[src/rtl/pet_state_ctrl.sv]
// Pet behaviour FSM: sensor/joystick edges -> scene code, saturating mood, menu cursor.
// Optional build macro PET_MOOD_DECAY_EN enables slow mood decay while idle.
module pet_state_ctrl #(
  parameter int unsigned TICK_DIV     = 100_000_000,
  parameter int unsigned IDLE_TIMEOUT = 30,
  parameter int unsigned HAPPY_TICKS  = 3,
  parameter int unsigned DECAY_TICKS  = 10
) (
  input  logic       clk,
  input  logic       rst,
  input  logic       go,
  input  logic       awaking,
  input  logic       touched,
  input  logic       expecting,
  input  logic       petting,
  input  logic       pressed,
  input  logic       up,
  input  logic       down,
  input  logic       left,
  input  logic       right,
  output logic [2:0] scene,
  output logic [3:0] mood,
  output logic [1:0] cursor,
  output logic       scene_upd
);

  localparam int unsigned NLVL = 9;
  localparam int unsigned TW   = (TICK_DIV > 1) ? $clog2(TICK_DIV) : 1;
  localparam int unsigned CMAX = (IDLE_TIMEOUT > HAPPY_TICKS)
                                 ? ((IDLE_TIMEOUT > DECAY_TICKS) ? IDLE_TIMEOUT : DECAY_TICKS)
                                 : ((HAPPY_TICKS > DECAY_TICKS) ? HAPPY_TICKS : DECAY_TICKS);
  localparam int unsigned CW   = $clog2(CMAX + 1);

  localparam int unsigned I_AWK = 0;
  localparam int unsigned I_TCH = 1;
  localparam int unsigned I_EXP = 2;
  localparam int unsigned I_PET = 3;
  localparam int unsigned I_PRS = 4;
  localparam int unsigned I_UP  = 5;
  localparam int unsigned I_DN  = 6;
  localparam int unsigned I_LFT = 7;

  typedef enum logic [2:0] {
    ST_SLEEP  = 3'd0,
    ST_IDLE   = 3'd1,
    ST_HAPPY  = 3'd2,
    ST_EXPECT = 3'd3,
    ST_MENU   = 3'd4,
    ST_FEED   = 3'd5
  } state_e;

  state_e          state_q, state_d;
  logic [3:0]      mood_q, mood_d;
  logic [1:0]      cursor_q, cursor_d;
  logic            upd_q;
  logic [NLVL-1:0] lvl, prev_q, rise;
  logic            any_rise, exp_fall;
  logic [TW-1:0]   tick_q;
  logic            tick_c;
  logic [CW-1:0]   cnt_q;
  logic            retrig, cnt_clr, restart_c;

  function automatic logic [3:0] mood_inc(input logic [3:0] m, input logic [2:0] d);
    logic [4:0] s;
    s = 5'(m) + 5'(d);
    return (s > 5'd15) ? 4'd15 : s[3:0];
  endfunction

  function automatic logic [3:0] mood_dec(input logic [3:0] m);
    return (m == 4'd0) ? 4'd0 : m - 4'd1;
  endfunction

  assign lvl      = {right, left, down, up, pressed, petting, expecting, touched, awaking};
  assign rise     = lvl & ~prev_q;
  assign any_rise = |rise;
  assign exp_fall = ~expecting & prev_q[I_EXP];
  assign tick_c   = (tick_q == TW'(TICK_DIV - 1));

  // cnt_q counts ticks since entry: dwell in HAPPY/FEED, quiet ticks in IDLE
  always_comb begin
    state_d  = state_q;
    mood_d   = mood_q;
    cursor_d = cursor_q;
    retrig   = 1'b0;
    cnt_clr  = 1'b0;
    case (state_q)
      ST_SLEEP: begin
        if (rise[I_AWK] || go) state_d = ST_IDLE;
      end
      ST_IDLE: begin
        if (rise[I_PRS]) begin
          state_d  = ST_MENU;
          cursor_d = 2'd0;
        end else if (rise[I_TCH] || rise[I_PET]) begin
          state_d = ST_HAPPY;
          mood_d  = mood_inc(mood_q, 3'd2);
        end else if (expecting) begin
          state_d = ST_EXPECT;
        end else if (any_rise) begin
          cnt_clr = 1'b1;
        end else if (tick_c && cnt_q == CW'(IDLE_TIMEOUT - 1)) begin
          state_d = ST_SLEEP;
        end
      end
      ST_HAPPY: begin
        if (rise[I_TCH] || rise[I_PET]) begin
          retrig = 1'b1;
          mood_d = mood_inc(mood_q, 3'd1);
        end else if (tick_c && cnt_q == CW'(HAPPY_TICKS - 1)) begin
          state_d = ST_IDLE;
        end
      end
      ST_EXPECT: begin
        if (rise[I_PET]) begin
          state_d = ST_HAPPY;
          mood_d  = mood_inc(mood_q, 3'd2);
        end else if (exp_fall) begin
          state_d = ST_IDLE;
          mood_d  = mood_dec(mood_q);
        end
      end
      ST_MENU: begin
        if (rise[I_UP] && !rise[I_DN]) cursor_d = cursor_q - 2'd1;
        else if (rise[I_DN] && !rise[I_UP]) cursor_d = cursor_q + 2'd1;
        // selection uses the cursor as it stood before this cycle's moves
        if (rise[I_PRS]) begin
          case (cursor_q)
            2'd0: begin
              state_d = ST_FEED;
              mood_d  = mood_inc(mood_q, 3'd4);
            end
            2'd1: begin
              state_d = ST_HAPPY;
              mood_d  = mood_inc(mood_q, 3'd2);
            end
            2'd2:    state_d = ST_SLEEP;
            default: state_d = ST_IDLE;
          endcase
        end else if (rise[I_LFT]) begin
          state_d = ST_IDLE;
        end
      end
      ST_FEED: begin
        if (tick_c && cnt_q == CW'(HAPPY_TICKS - 1)) state_d = ST_IDLE;
      end
      default: state_d = ST_SLEEP;
    endcase
  end

  assign restart_c = retrig || (state_d != state_q);

`ifdef PET_MOOD_DECAY_EN
  logic [CW-1:0] dcnt_q, dcnt_d;
  logic [3:0]    mood_nx;

  // Quiet-tick decay; only applies while remaining in IDLE
  always_comb begin
    dcnt_d  = dcnt_q;
    mood_nx = mood_d;
    if (state_q != ST_IDLE || state_d != ST_IDLE || any_rise) begin
      dcnt_d = '0;
    end else if (tick_c) begin
      if (dcnt_q == CW'(DECAY_TICKS - 1)) begin
        dcnt_d  = '0;
        mood_nx = mood_dec(mood_d);
      end else begin
        dcnt_d = dcnt_q + CW'(1);
      end
    end
  end

  always_ff @(posedge clk) begin
    if (rst) dcnt_q <= '0;
    else     dcnt_q <= dcnt_d;
  end
`else
  logic [3:0] mood_nx;
  assign mood_nx = mood_d;
`endif

  always_ff @(posedge clk) begin
    if (rst) begin
      state_q  <= ST_SLEEP;
      mood_q   <= 4'd8;
      cursor_q <= 2'd0;
      upd_q    <= 1'b0;
      prev_q   <= '0;
      tick_q   <= '0;
      cnt_q    <= '0;
    end else begin
      state_q  <= state_d;
      mood_q   <= mood_nx;
      cursor_q <= cursor_d;
      upd_q    <= (state_d != state_q);
      prev_q   <= lvl;
      tick_q   <= (restart_c || tick_c) ? '0 : tick_q + TW'(1);
      if (restart_c || cnt_clr) cnt_q <= '0;
      else if (tick_c)          cnt_q <= cnt_q + CW'(1);
    end
  end

  assign scene     = state_q;
  assign mood      = mood_q;
  assign cursor    = cursor_q;
  assign scene_upd = upd_q;

endmodule

[config.mk]
export PLATFORM = sky130hd
export DESIGN_NAME = pet_state_ctrl
export DESIGN_NICKNAME = d
export VERILOG_FILES = /design/src/rtl/pet_state_ctrl.sv
export SDC_FILE = /design/constraint.sdc
export NUM_CORES = 1
export LEC_CHECK = 0
export BUFFER_PORTS_ARGS = -buffer_cell sky130_fd_sc_hd__buf_4
export CELL_PAD_IN_SITES_DETAIL_PLACEMENT = 1
export CELL_PAD_IN_SITES_GLOBAL_PLACEMENT = 2
export CORE_UTILIZATION = 35
export CTS_CLUSTER_SIZE = 28
export DETAILED_ROUTE_END_ITERATION = 12
export GPL_TIMING_DRIVEN = 0
export PLACE_DENSITY = 0.85
export SLEW_MARGIN = 20
export SYNTH_ARGS = -nofsm -noshare
export SYNTH_HDL_FRONTEND = slang
export SYNTH_SLANG_ARGS = --single-unit
export TNS_END_PERCENT = 1
[constraint.sdc]
create_clock -name clk -period 4.4 [get_ports clk]
set_input_delay 0.44 -clock clk [delete_from_list [all_inputs] [get_ports clk]]
set_output_delay 0.44 -clock clk [all_outputs]
set_load 0.1 [all_outputs]
==> metrics.yaml, run 1 <==
outcome:
  status: "finished, final reports clean"
placement:
  gp_congestion: 0.846
  port_buffers: 20
  dp_cells: 488
  dp.final_hpwl_um: 5880
  place_area_sq_um: 3350
floorplan:
  rows: 33
  start_util_pct: 36.8
  die_h_um: 95.6
  io_pins: 22
  die_area_sq_um: 9140
  coreArea_sq_um: 8340
  die_x_um: 95.6
sta:
  slew_headroom_pct: 47.6
  tightest_slew_ns: 0.773
  period_minus_slack_ns: 2.61
  hold_viol_final: 0
  rsz0062_at_grt: "false"
  fin_crit_sh_pct: 59.4
  setup_tns_ns: 0
  max_freq_mhz: 383
  drv_slew: 0
  setup_viol: 0
  clock_skew_ns: 0.00953
cells_and_area:
  fillers: 1037
  nets: 418
  post-route-util_pct: 41.8
  drive_gt1_share_pct: 11.5
  area_growth_syn_to_layout_pct: 13.7
  fin_area_sq_um: 3490
  diodes: 0
  stdcell_count: 496
yosys:
  syn-num-nets: 391
  post-synth-top-count-cell: "dfxtp_1"
  ys_seq_elements: 51
  yosysWarnings: 0
  synth_top_family_by_area: "simple AND/OR/NAND/NOR gates"
  yosys.area_share.simple_pct: 31.4
  netlist_area_sq_um: 3070
  yosys.area.top_type_share_pct: 33.3
  synthArstFlopShare_pct: 0
  syn_inst: 363
  synth_xor_area_share_pct: 8.57
  synth_top_area_cell: "dfxtp_1"
  synth-adder-area-share_pct: 6.85
  muxShareOfSynthArea_pct: 0.653
  syn_avg_cell_area_sq_um: 8.45
  synth-edff-count: 0
  synth.area.top_cells: "dfxtp_1, ha_1, nor3_1"
  synth_cell_types: 58
  synth_ff_type: "dfxtp_1"
  seq_area_frac_synth_pct: 33.3
  ys_top_cells_by_count: "dfxtp_1, nor3_1, nand2_1"
  synth_compound_area_share_pct: 14.9
worst_setup_path:
  criticalPathCategory: "register to register"
  critical_path.startpoint_type: "register"
  endpoint_kind: "register"
  worstPathMaxFanout: 10
  crit_required_ns: 4.59
  arrival_ns: 2.80
  regToRegSetupSlack_ns: 1.79
grt:
  grt_use_met3_pct: 2.79
  grt_util_met1_pct: 27.2
  grt_pass1_vias: 2782
  overflow: 0
  grt_pass1_wl_um: 13800
  top_usage_layer: "met2"
  use_met2_pct: 30.7
  antenna_found_initial: 0
  grtUsageTotal_pct: 19.2
  grt_max_degree: 18
routing:
  routed_wl_um: 8020
  avgViaCountPerCell: 5.46
  drt_iter0_markers: 125
  wl_per_cell_um: 16.2
  remaining_drc_errors: 0
  drt_pass1_iterations: 4
  num_vias: 2708
  antenna_left: 0
clocking:
  post_cts_buffers: 0
  worstSkewPairLatency_ns: 0.32
  cts_sinks: 51
  path_clk_slew_ns: 0.11
  cts_root_buf: "clkbuf_8"
  cts-resized-gates: 0
  cts_tree: "done"
  clk_path_buf_depth: 2
  numCtsBuffers: 5
  cts.htree.levels: 2
  hold_buffers: 0
worst_hold_path:
  hold_path_class: "primary input to register"
power_and_ir_drop:
  power_density_nw_per_um2: 542
  peakVddDrop_mv: 0.188
  power.leakage_nw: 1.24
job:
  maxCapViolCount: 0
[final timing paths]
check | from | end | cells past startpoint
setup / recovery | scene[0]$_SDFF_PP0_ | tick_q[15]$_SDFF_PP0_ | 8
hold / removal | left | prev_q[7]$_SDFF_PP0_ | 2
setup reg to reg | scene[0]$_SDFF_PP0_ | tick_q[15]$_SDFF_PP0_ | 8
hold reg to reg | tick_q[0]$_SDFF_PP0_ | tick_q[0]$_SDFF_PP0_ | 1
[final cells by class]
cell class,instances,area (sq um),area share [%]
well taps,105,131,3.77
inverters,16,60.1,1.72
clock inverters,3,71.3,2.04
plain buffers,13,72.6,2.08
flip-flops and latches,51,1020,29.3
clock buffers,5,68.8,1.97
repair buffers,20,150,4.30
multi-input cells,283,1910,54.8
[placed cells by master (no fill, tap or decap), drive strengths merged, types with 2 or more instances in the layout]
cell,netlist,layout
a21oi,14,14
nor2b,20,20
a31oi,3,3
nand3,12,12
o31a,2,2
inv,16,17
and4,2,2
dfxtp,51,51
nor3b,5,5
nor4,11,11
o211ai,3,3
nor3,37,37
nand3b,2,2
clkbuf,5,10
nand4,13,13
xnor2,14,14
a221oi,2,2
a211oi,3,3
o311ai,3,3
nand2b,8,8
and2,2,2
a211o,2,2
and3,6,6
mux2i,2,2
nor2,22,22
a2111oi,5,5
nand2,24,24
a21o,2,2
or3b,2,2
o21ai,15,15
buf,8,28
bufinv,0,2
ha,16,16
a22oi,3,3
xor2,16,16
[layer usage]
layer | vias to the layer above | wire length (um)
met1 | 1306 | 4150
met4 | 0 | 68
li1 | 1373 | -
met3 | 6 | 154
met2 | 23 | 3640
met5 | - | 0
[registers in the layout (all words and copies together), names as in the netlist]
register and flops:
tick_q 27, prev_q 9, scene 3, cursor 2, mood 4, scene_upd 1
cnt_q 5
[metrics by stage]
stage	setup slack, ns	hold WS (ns)	total power [W]
3_5_place_dp	1.83	0.491	0.00148
4_1_cts	1.80	0.334	0.00190
3_3_place_gp	1.83	0.478	0.00147
5_1_grt	1.53	0.356	0.00201
6_report	1.79	0.341	0.00189
2_1_floorplan	1.72	0.443	0.00125
[report_power, final]
group	internal [W]	switching, W	total (W)
combinational	0.000271	0.000659	0.000930
clock	0.000231	0.000181	0.000413
sequential	0.000500	0.0000467	0.000547
total	0.00100	0.000887	0.00189
[cells by family (layout without fill, tap and decap cells)]
kind of cell | count (synthesis) | count (layout)
AO/OA/AOI/OAI | 63 | 63
flip-flops | 51 | 51
multiplexers | 2 | 2
AND/OR/NAND/NOR | 171 | 171
adder cells (fa/ha/maj) | 17 | 17
buffers and inverters | 29 | 57
XOR/XNOR | 30 | 30
[worst max-delay path, cell delays in order (launching register included)]
cell and delay, ns:
dfxtp_1 0.37, buf_2 0.20, nor3b_4 0.43, inv_1 0.23, o21ai_1 0.53, nor2_1 0.08
nand2_1 0.10, clkbuf_1 0.42, nor3_1 0.10
Note: power is estimated with default switching activity, not from simulation.
==> inputs of run 2 (changes only) <==
==> constraint.sdc (replaced) <==
create_clock -name clk -period 2.55 [get_ports clk]
set_input_delay 0.255 -clock clk [delete_from_list [all_inputs] [get_ports clk]]
set_output_delay 0.255 -clock clk [all_outputs]
set_load 0.1 [all_outputs]
==> metrics.yaml, run 2 (same netlist as run 1, synthesis figures left out) <==
worst_setup_path:
  crit_path_start: "tick_q[11]$_SDFF_PP0_"
  crit_required_ns: 2.74  # -1.85 ns
  r2r.worst_path.cells: 7  # -1
  critical_path.startpoint_type: "register"
  criticalPathCategory: "register to register"
  path_cells: "nor4_2 > nand4_2 > nor3_4 > a31oi_4 > o211ai_4 > buf_6 > nor3_1"
  reg2reg_from: "tick_q[11]$_SDFF_PP0_"
  cp-endpoint: "tick_q[11]$_SDFF_PP0_"
  arrival_ns: 2.54  # -0.26 ns
  regToRegSetupSlack_ns: 0.19  # -1.59 ns
  max_stage_delay_ns: 0.48  # -0.05 ns
  critPathBufInv: 1  # -2
  r2r-end: "tick_q[11]$_SDFF_PP0_"
  crit_slowest_cell: "nor3_4"
  endpoint_kind: "register"
  cpLargestDelayFamily: "simple AND/OR/NAND/NOR gates"
  crit_cells: 7  # -1
  worstPathMaxFanout: 10  # unchanged
routing:
  routed_wl_um: 7860  # -1.9%
  drt_pass1_iterations: 4  # unchanged
  wl_per_cell_um: 15.9  # -1.9%
  drt_iter0_markers: 124  # -0.80%
  remaining_drc_errors: 0  # unchanged
  antenna_left: 0  # unchanged
  num_vias: 2727  # +0.70%
  avgViaCountPerCell: 5.50  # +0.70%
sta:
  clock_skew_ns: 0.0105  # +0.000990 ns
  max_freq_mhz: 425  # +11%
  rsz0062_at_grt: "false"
  worst_hold_slack_ns: 0.168  # -0.173 ns
  setup_tns_ns: 0  # unchanged
  hold_viol_final: 0  # unchanged
  slew_headroom_pct: 44.7  # -2.9 points
  period_minus_slack_ns: 2.36  # -0.258 ns
  drv_slew: 0  # unchanged
  tightest_slew_ns: 0.816  # +0.0429 ns
  fin_crit_sh_pct: 92.4  # +33 points
  setup_viol: 0  # unchanged
cells_and_area:
  top_register: "tick_q"
  area_growth_syn_to_layout_pct: 12.9
  top_regs: "tick_q: 27 flops, prev_q: 9 flops, cnt_q: 5 flops"
  largest_reg_flops: 27  # unchanged
  final_common_cell: "dfxtp_1"
  final_cell_mix: "dfxtp_1, nor3_1, nand2_1, nor2_1, buf_4"
  fillers: 1042  # +0.48%
  drive_gt1_share_pct: 13.6  # +2.0 points
  diodes: 0  # unchanged
  nets: 418  # unchanged
grt:
  grtUsageTotal_pct: 18.4  # -0.86 points
  grt_max_degree: 16  # -2
  antenna_found_initial: 0  # unchanged
  grt_pass1_wl_um: 13200  # -4.5%
  overflow: 0  # unchanged
  grt_pass1_vias: 2711  # -2.6%
worst_hold_path:
  hold_path_class: "primary input to register"
power_and_ir_drop:
  peakVddDrop_mv: 0.290  # +54%
  power.leakage_nw: 1.23  # -1.1%
  power_density_nw_per_um2: 882  # +63%
clocking:
  cts.htree.levels: 2  # unchanged
  cts_root_buf: "clkbuf_8"
  clk_path_buf_depth: 2  # unchanged
  numCtsBuffers: 5  # unchanged
  cts_tree: "done"
  hold_buffers: 0  # unchanged
  path_clk_slew_ns: 0.09  # -0.02 ns
  worstSkewPairLatency_ns: 0.30  # -0.02 ns
  cts_sinks: 51  # unchanged
placement:
  dp.final_hpwl_um: 5880  # about the same
  gp_congestion: 0.821  # -3.0%
  port_buffers: 20  # unchanged
floorplan:
  die_h_um: 95.6  # unchanged
  die_area_sq_um: 9140  # unchanged
  coreArea_sq_um: 8340  # unchanged
  io_pins: 22  # unchanged
  rows: 33  # unchanged
  die_x_um: 95.6  # unchanged
  start_util_pct: 36.8  # unchanged
outcome:
  status: "finished, final reports clean"
job:
  maxCapViolCount: 0  # unchanged
run 2: stage by stage:
step / instances / util [%] / cell area (sq um) / total power [W] / setup slack (ns)
finish: 496 / 41.5 / 3460 / 0.00305 / 0.195
detailed placement: 488 / 40.2 / 3350 / 0.00255 / 0.0350
global route: 496 / 41.5 / 3460 / 0.00327 / 0.00127
floorplan: 363 / - / 3070 / 0.00216 / -0.0675
CTS: 496 / 41.4 / 3450 / 0.00307 / 0.0954
global placement: 488 / 40.2 / 3350 / 0.00254 / 0.0465
run 2: worst min path at each step:
stage,startpoint,slack (ns),depth (start not counted),end
detailed placement,tick_q[0]$_SDFF_PP0_,0.48,1,tick_q[0]$_SDFF_PP0_
global route,up,0.18,2,prev_q[5]$_SDFF_PP0_
finish,up,0.17,2,prev_q[5]$_SDFF_PP0_
floorplan,awaking,0.38,1,prev_q[0]$_SDFF_PP0_
CTS,up,0.17,2,prev_q[5]$_SDFF_PP0_
global placement,cursor[1]$_SDFFE_PP0P_,0.47,2,cursor[1]$_SDFFE_PP0P_
run 2: area by class of cell:
| type | count | area, sq um | area share, % |
|---|---|---|---|
| inverter | 16 | 60.1 | 1.73 |
| timing repair buffer | 20 | 150 | 4.34 |
| buffer | 13 | 73.8 | 2.13 |
| tap | 105 | 131 | 3.79 |
| sequential | 51 | 1030 | 29.7 |
| clock inverter | 1 | 8.76 | 0.253 |
| clock buffer | 7 | 86.3 | 2.49 |
| multi-input combinational | 283 | 1930 | 55.6 |
run 2: routing by layer:
layer / routed length (um) / up-vias / share of wire [%] / global-route usage (%)
met5: 0 / - / 0 / 0
met4: 101 / 0 / 1.3 / 4.73
met3: 232 / 12 / 3.0 / 2.39
met2: 3600 / 38 / 46 / 28.9
met1: 3930 / 1310 / 50 / 26.3
li1: - / 1367 / - / -
run 2: report_power, final:
part	total [W]	internal [W]	switching, W
combinational	0.00161	0.000473	0.00114
clock	0.000497	0.000223	0.000273
sequential	0.000944	0.000867	0.0000776
run 2: what timing repair did:
action / in CTS / in global routing
setup endpoints to repair: 3 / 28
cloned: 0 / 0
setup buffers: 0 / 0
pin swaps: 0 / 1
gates resized for setup: 1 / 5
==> inputs of run 3 (changes only) <==
--- a/config.mk
+++ b/config.mk
@@ -11,6 +11,7 @@
 export CORE_UTILIZATION = 35
 export CTS_CLUSTER_SIZE = 28
 export DETAILED_ROUTE_END_ITERATION = 12
+export GPL_ROUTABILITY_DRIVEN = 0
 export GPL_TIMING_DRIVEN = 0
 export PLACE_DENSITY = 0.85
 export SLEW_MARGIN = 20
==> constraint.sdc (replaced) <==
create_clock -name clk -period 2.85 [get_ports clk]
set_input_delay 0.285 -clock clk [delete_from_list [all_inputs] [get_ports clk]]
set_output_delay 0.285 -clock clk [all_outputs]
set_load 0.1 [all_outputs]
==> metrics.yaml, run 3 (same netlist as run 1, synthesis figures left out) <==
outcome:
  status: "finished, final reports clean"
cells_and_area:
  stdcell_count: 496  # unchanged
  register_area_sq_um: 1020  # -0.61%
  diodes: 0  # unchanged
  multiInputGateArea_sq_um: 1920  # -0.45%
  final_cell_mix: "dfxtp_1, nor3_1, nand2_1, nor2_1, buf_4"
  final_common_cell: "dfxtp_1"
  top_register: "tick_q"
  fillers: 1038  # -0.38%
  post-route-util_pct: 41.9  # +0.35 points
  top_regs: "tick_q: 27 flops, prev_q: 9 flops, cnt_q: 5 flops"
  area_growth_syn_to_layout_pct: 13.9
  largest_reg_flops: 27  # unchanged
  nets: 418  # unchanged
  drive_gt1_share_pct: 11.8  # -1.8 points
floorplan:
  die_x_um: 95.6  # unchanged
  die_area_sq_um: 9140  # unchanged
  rows: 33  # unchanged
  start_util_pct: 36.8  # unchanged
  die_h_um: 95.6  # unchanged
  io_pins: 22  # unchanged
  coreArea_sq_um: 8340  # unchanged
placement:
  dp.final_hpwl_um: 5880  # about the same
  dp_cells: 488  # unchanged
  port_buffers: 20  # unchanged
routing:
  antenna_left: 0  # unchanged
  wl_per_cell_um: 16.2  # +2.1%
  remaining_drc_errors: 0  # unchanged
  avgViaCountPerCell: 5.46  # -0.70%
  drt_iter0_markers: 99  # -20%
  routed_wl_um: 8030  # +2.1%
  num_vias: 2708  # -0.70%
  drt_pass1_iterations: 4  # unchanged
worst_setup_path:
  worstPathMaxFanout: 10  # unchanged
  critPathBufInv: 2  # +1
  path_cells: "ha_1 > and3_1 > buf_2 > nand3_1 > nor3_1 > o21ai_1 > nand2_1 > clkbuf_1 > nor3_1"
  critical_path.startpoint_type: "register"
  crit_slowest_cell: "clkbuf_1"
  max_stage_delay_ns: 0.42  # -0.06 ns
  criticalPathCategory: "register to register"
  endpoint_kind: "register"
  crit_required_ns: 3.04  # +0.30 ns
  cp_common_cell: "nor3_1"
  cpLargestDelayFamily: "simple AND/OR/NAND/NOR gates"
  regToRegSetupSlack_ns: 0.39  # +0.19 ns
  arrival_ns: 2.65  # +0.11 ns
sta:
  setup_viol: 0  # unchanged
  clock_skew_ns: 0.00780  # -0.00272 ns
  drv_slew: 0  # unchanged
  worst_hold_slack_ns: 0.185  # +0.0177 ns
  tightest_slew_ns: 0.773  # -0.0430 ns
  rsz0062_at_grt: "false"
  max_freq_mhz: 406  # -4.3%
  fin_crit_sh_pct: 86.4  # -6.0 points
  setup_tns_ns: 0  # unchanged
  slew_headroom_pct: 47.6  # +2.9 points
  hold_viol_final: 0  # unchanged
  period_minus_slack_ns: 2.46  # +0.106 ns
grt:
  overflow: 0  # unchanged
  grt_pass1_wl_um: 13800  # +4.7%
  grt_max_degree: 18  # +2
  grt_pass1_vias: 2782  # +2.6%
  grtUsageTotal_pct: 19.2  # +0.86 points
  antenna_found_initial: 0  # unchanged
worst_hold_path:
  hold_path_class: "primary input to register"
clocking:
  cts_root_buf: "clkbuf_8"
  numCtsBuffers: 5  # unchanged
  cts_tree: "done"
  clk_path_buf_depth: 2  # unchanged
  post_cts_buffers: 0  # unchanged
  cts.htree.levels: 2  # unchanged
  path_clk_slew_ns: 0.10  # about the same
  worstSkewPairLatency_ns: 0.32  # +0.02 ns
  cts_sinks: 51  # unchanged
power_and_ir_drop:
  power.leakage_nw: 1.24  # +1.2%
  peakVddDrop_mv: 0.288  # -0.41%
  power_density_nw_per_um2: 835  # -5.3%
  p_total_w: 0.00292  # -4.5%
job:
  maxCapViolCount: 0  # unchanged
## run 3: repair_timing
item,4_1_cts,5_1_grt
endpoints found under the setup margin,0,8
gates resized for setup,0,1
hold buffers,0,0
## run 3: final cells by class
type	count	share of cell area, %
inverter	16	1.72
multi-input combinational	283	54.9
tap	105	3.76
sequential	51	29.2
clock buffer	5	1.97
timing repair buffer	20	4.30
clock inverter	3	2.04
buffer	13	2.08
## run 3: path summary, 6_finish.rpt
path | to | from | cells after the start
max | tick_q[13]$_SDFF_PP0_ | tick_q[0]$_SDFF_PP0_ | 9
min | prev_q[7]$_SDFF_PP0_ | left | 2
max reg2reg | tick_q[13]$_SDFF_PP0_ | tick_q[0]$_SDFF_PP0_ | 9
min reg2reg | tick_q[0]$_SDFF_PP0_ | tick_q[0]$_SDFF_PP0_ | 1
## run 3: worst reg2reg max path: cells and delay by family, from the launching register on
family                     cells  cell delay [ns]
DFF                            1             0.39
AOI/OAI and AO/OA              1             0.22
buffers and inverters          2             0.59
and+or+nand+nor                5             0.94
adders and majority gates      1             0.20
## run 3: routing by layer
metal,global-route usage (%),vias to the layer above,wire [um]
li1,-,1372,-
met1,27.2,1303,4130
met2,30.7,27,3680
met3,2.79,6,159
met4,4.48,0,66
met5,0,-,0
## run 3: power breakdown
group | internal, W | switching, W | total (W)
clock | 0.000357 | 0.000279 | 0.000636
combinational | 0.000419 | 0.00102 | 0.00144
sequential | 0.000772 | 0.0000719 | 0.000844
## run 3: stage by stage
| stage | area, sq um | setup slack, ns |
|---|---|---|
| 3_3_place_gp | 3350 | 0.284 |
| 4_1_cts | 3490 | 0.253 |
| 5_1_grt | 3490 | 0.136 |
| 6_report | 3490 | 0.389 |
| 2_1_floorplan | 3070 | 0.168 |
| 3_5_place_dp | 3350 | 0.282 |
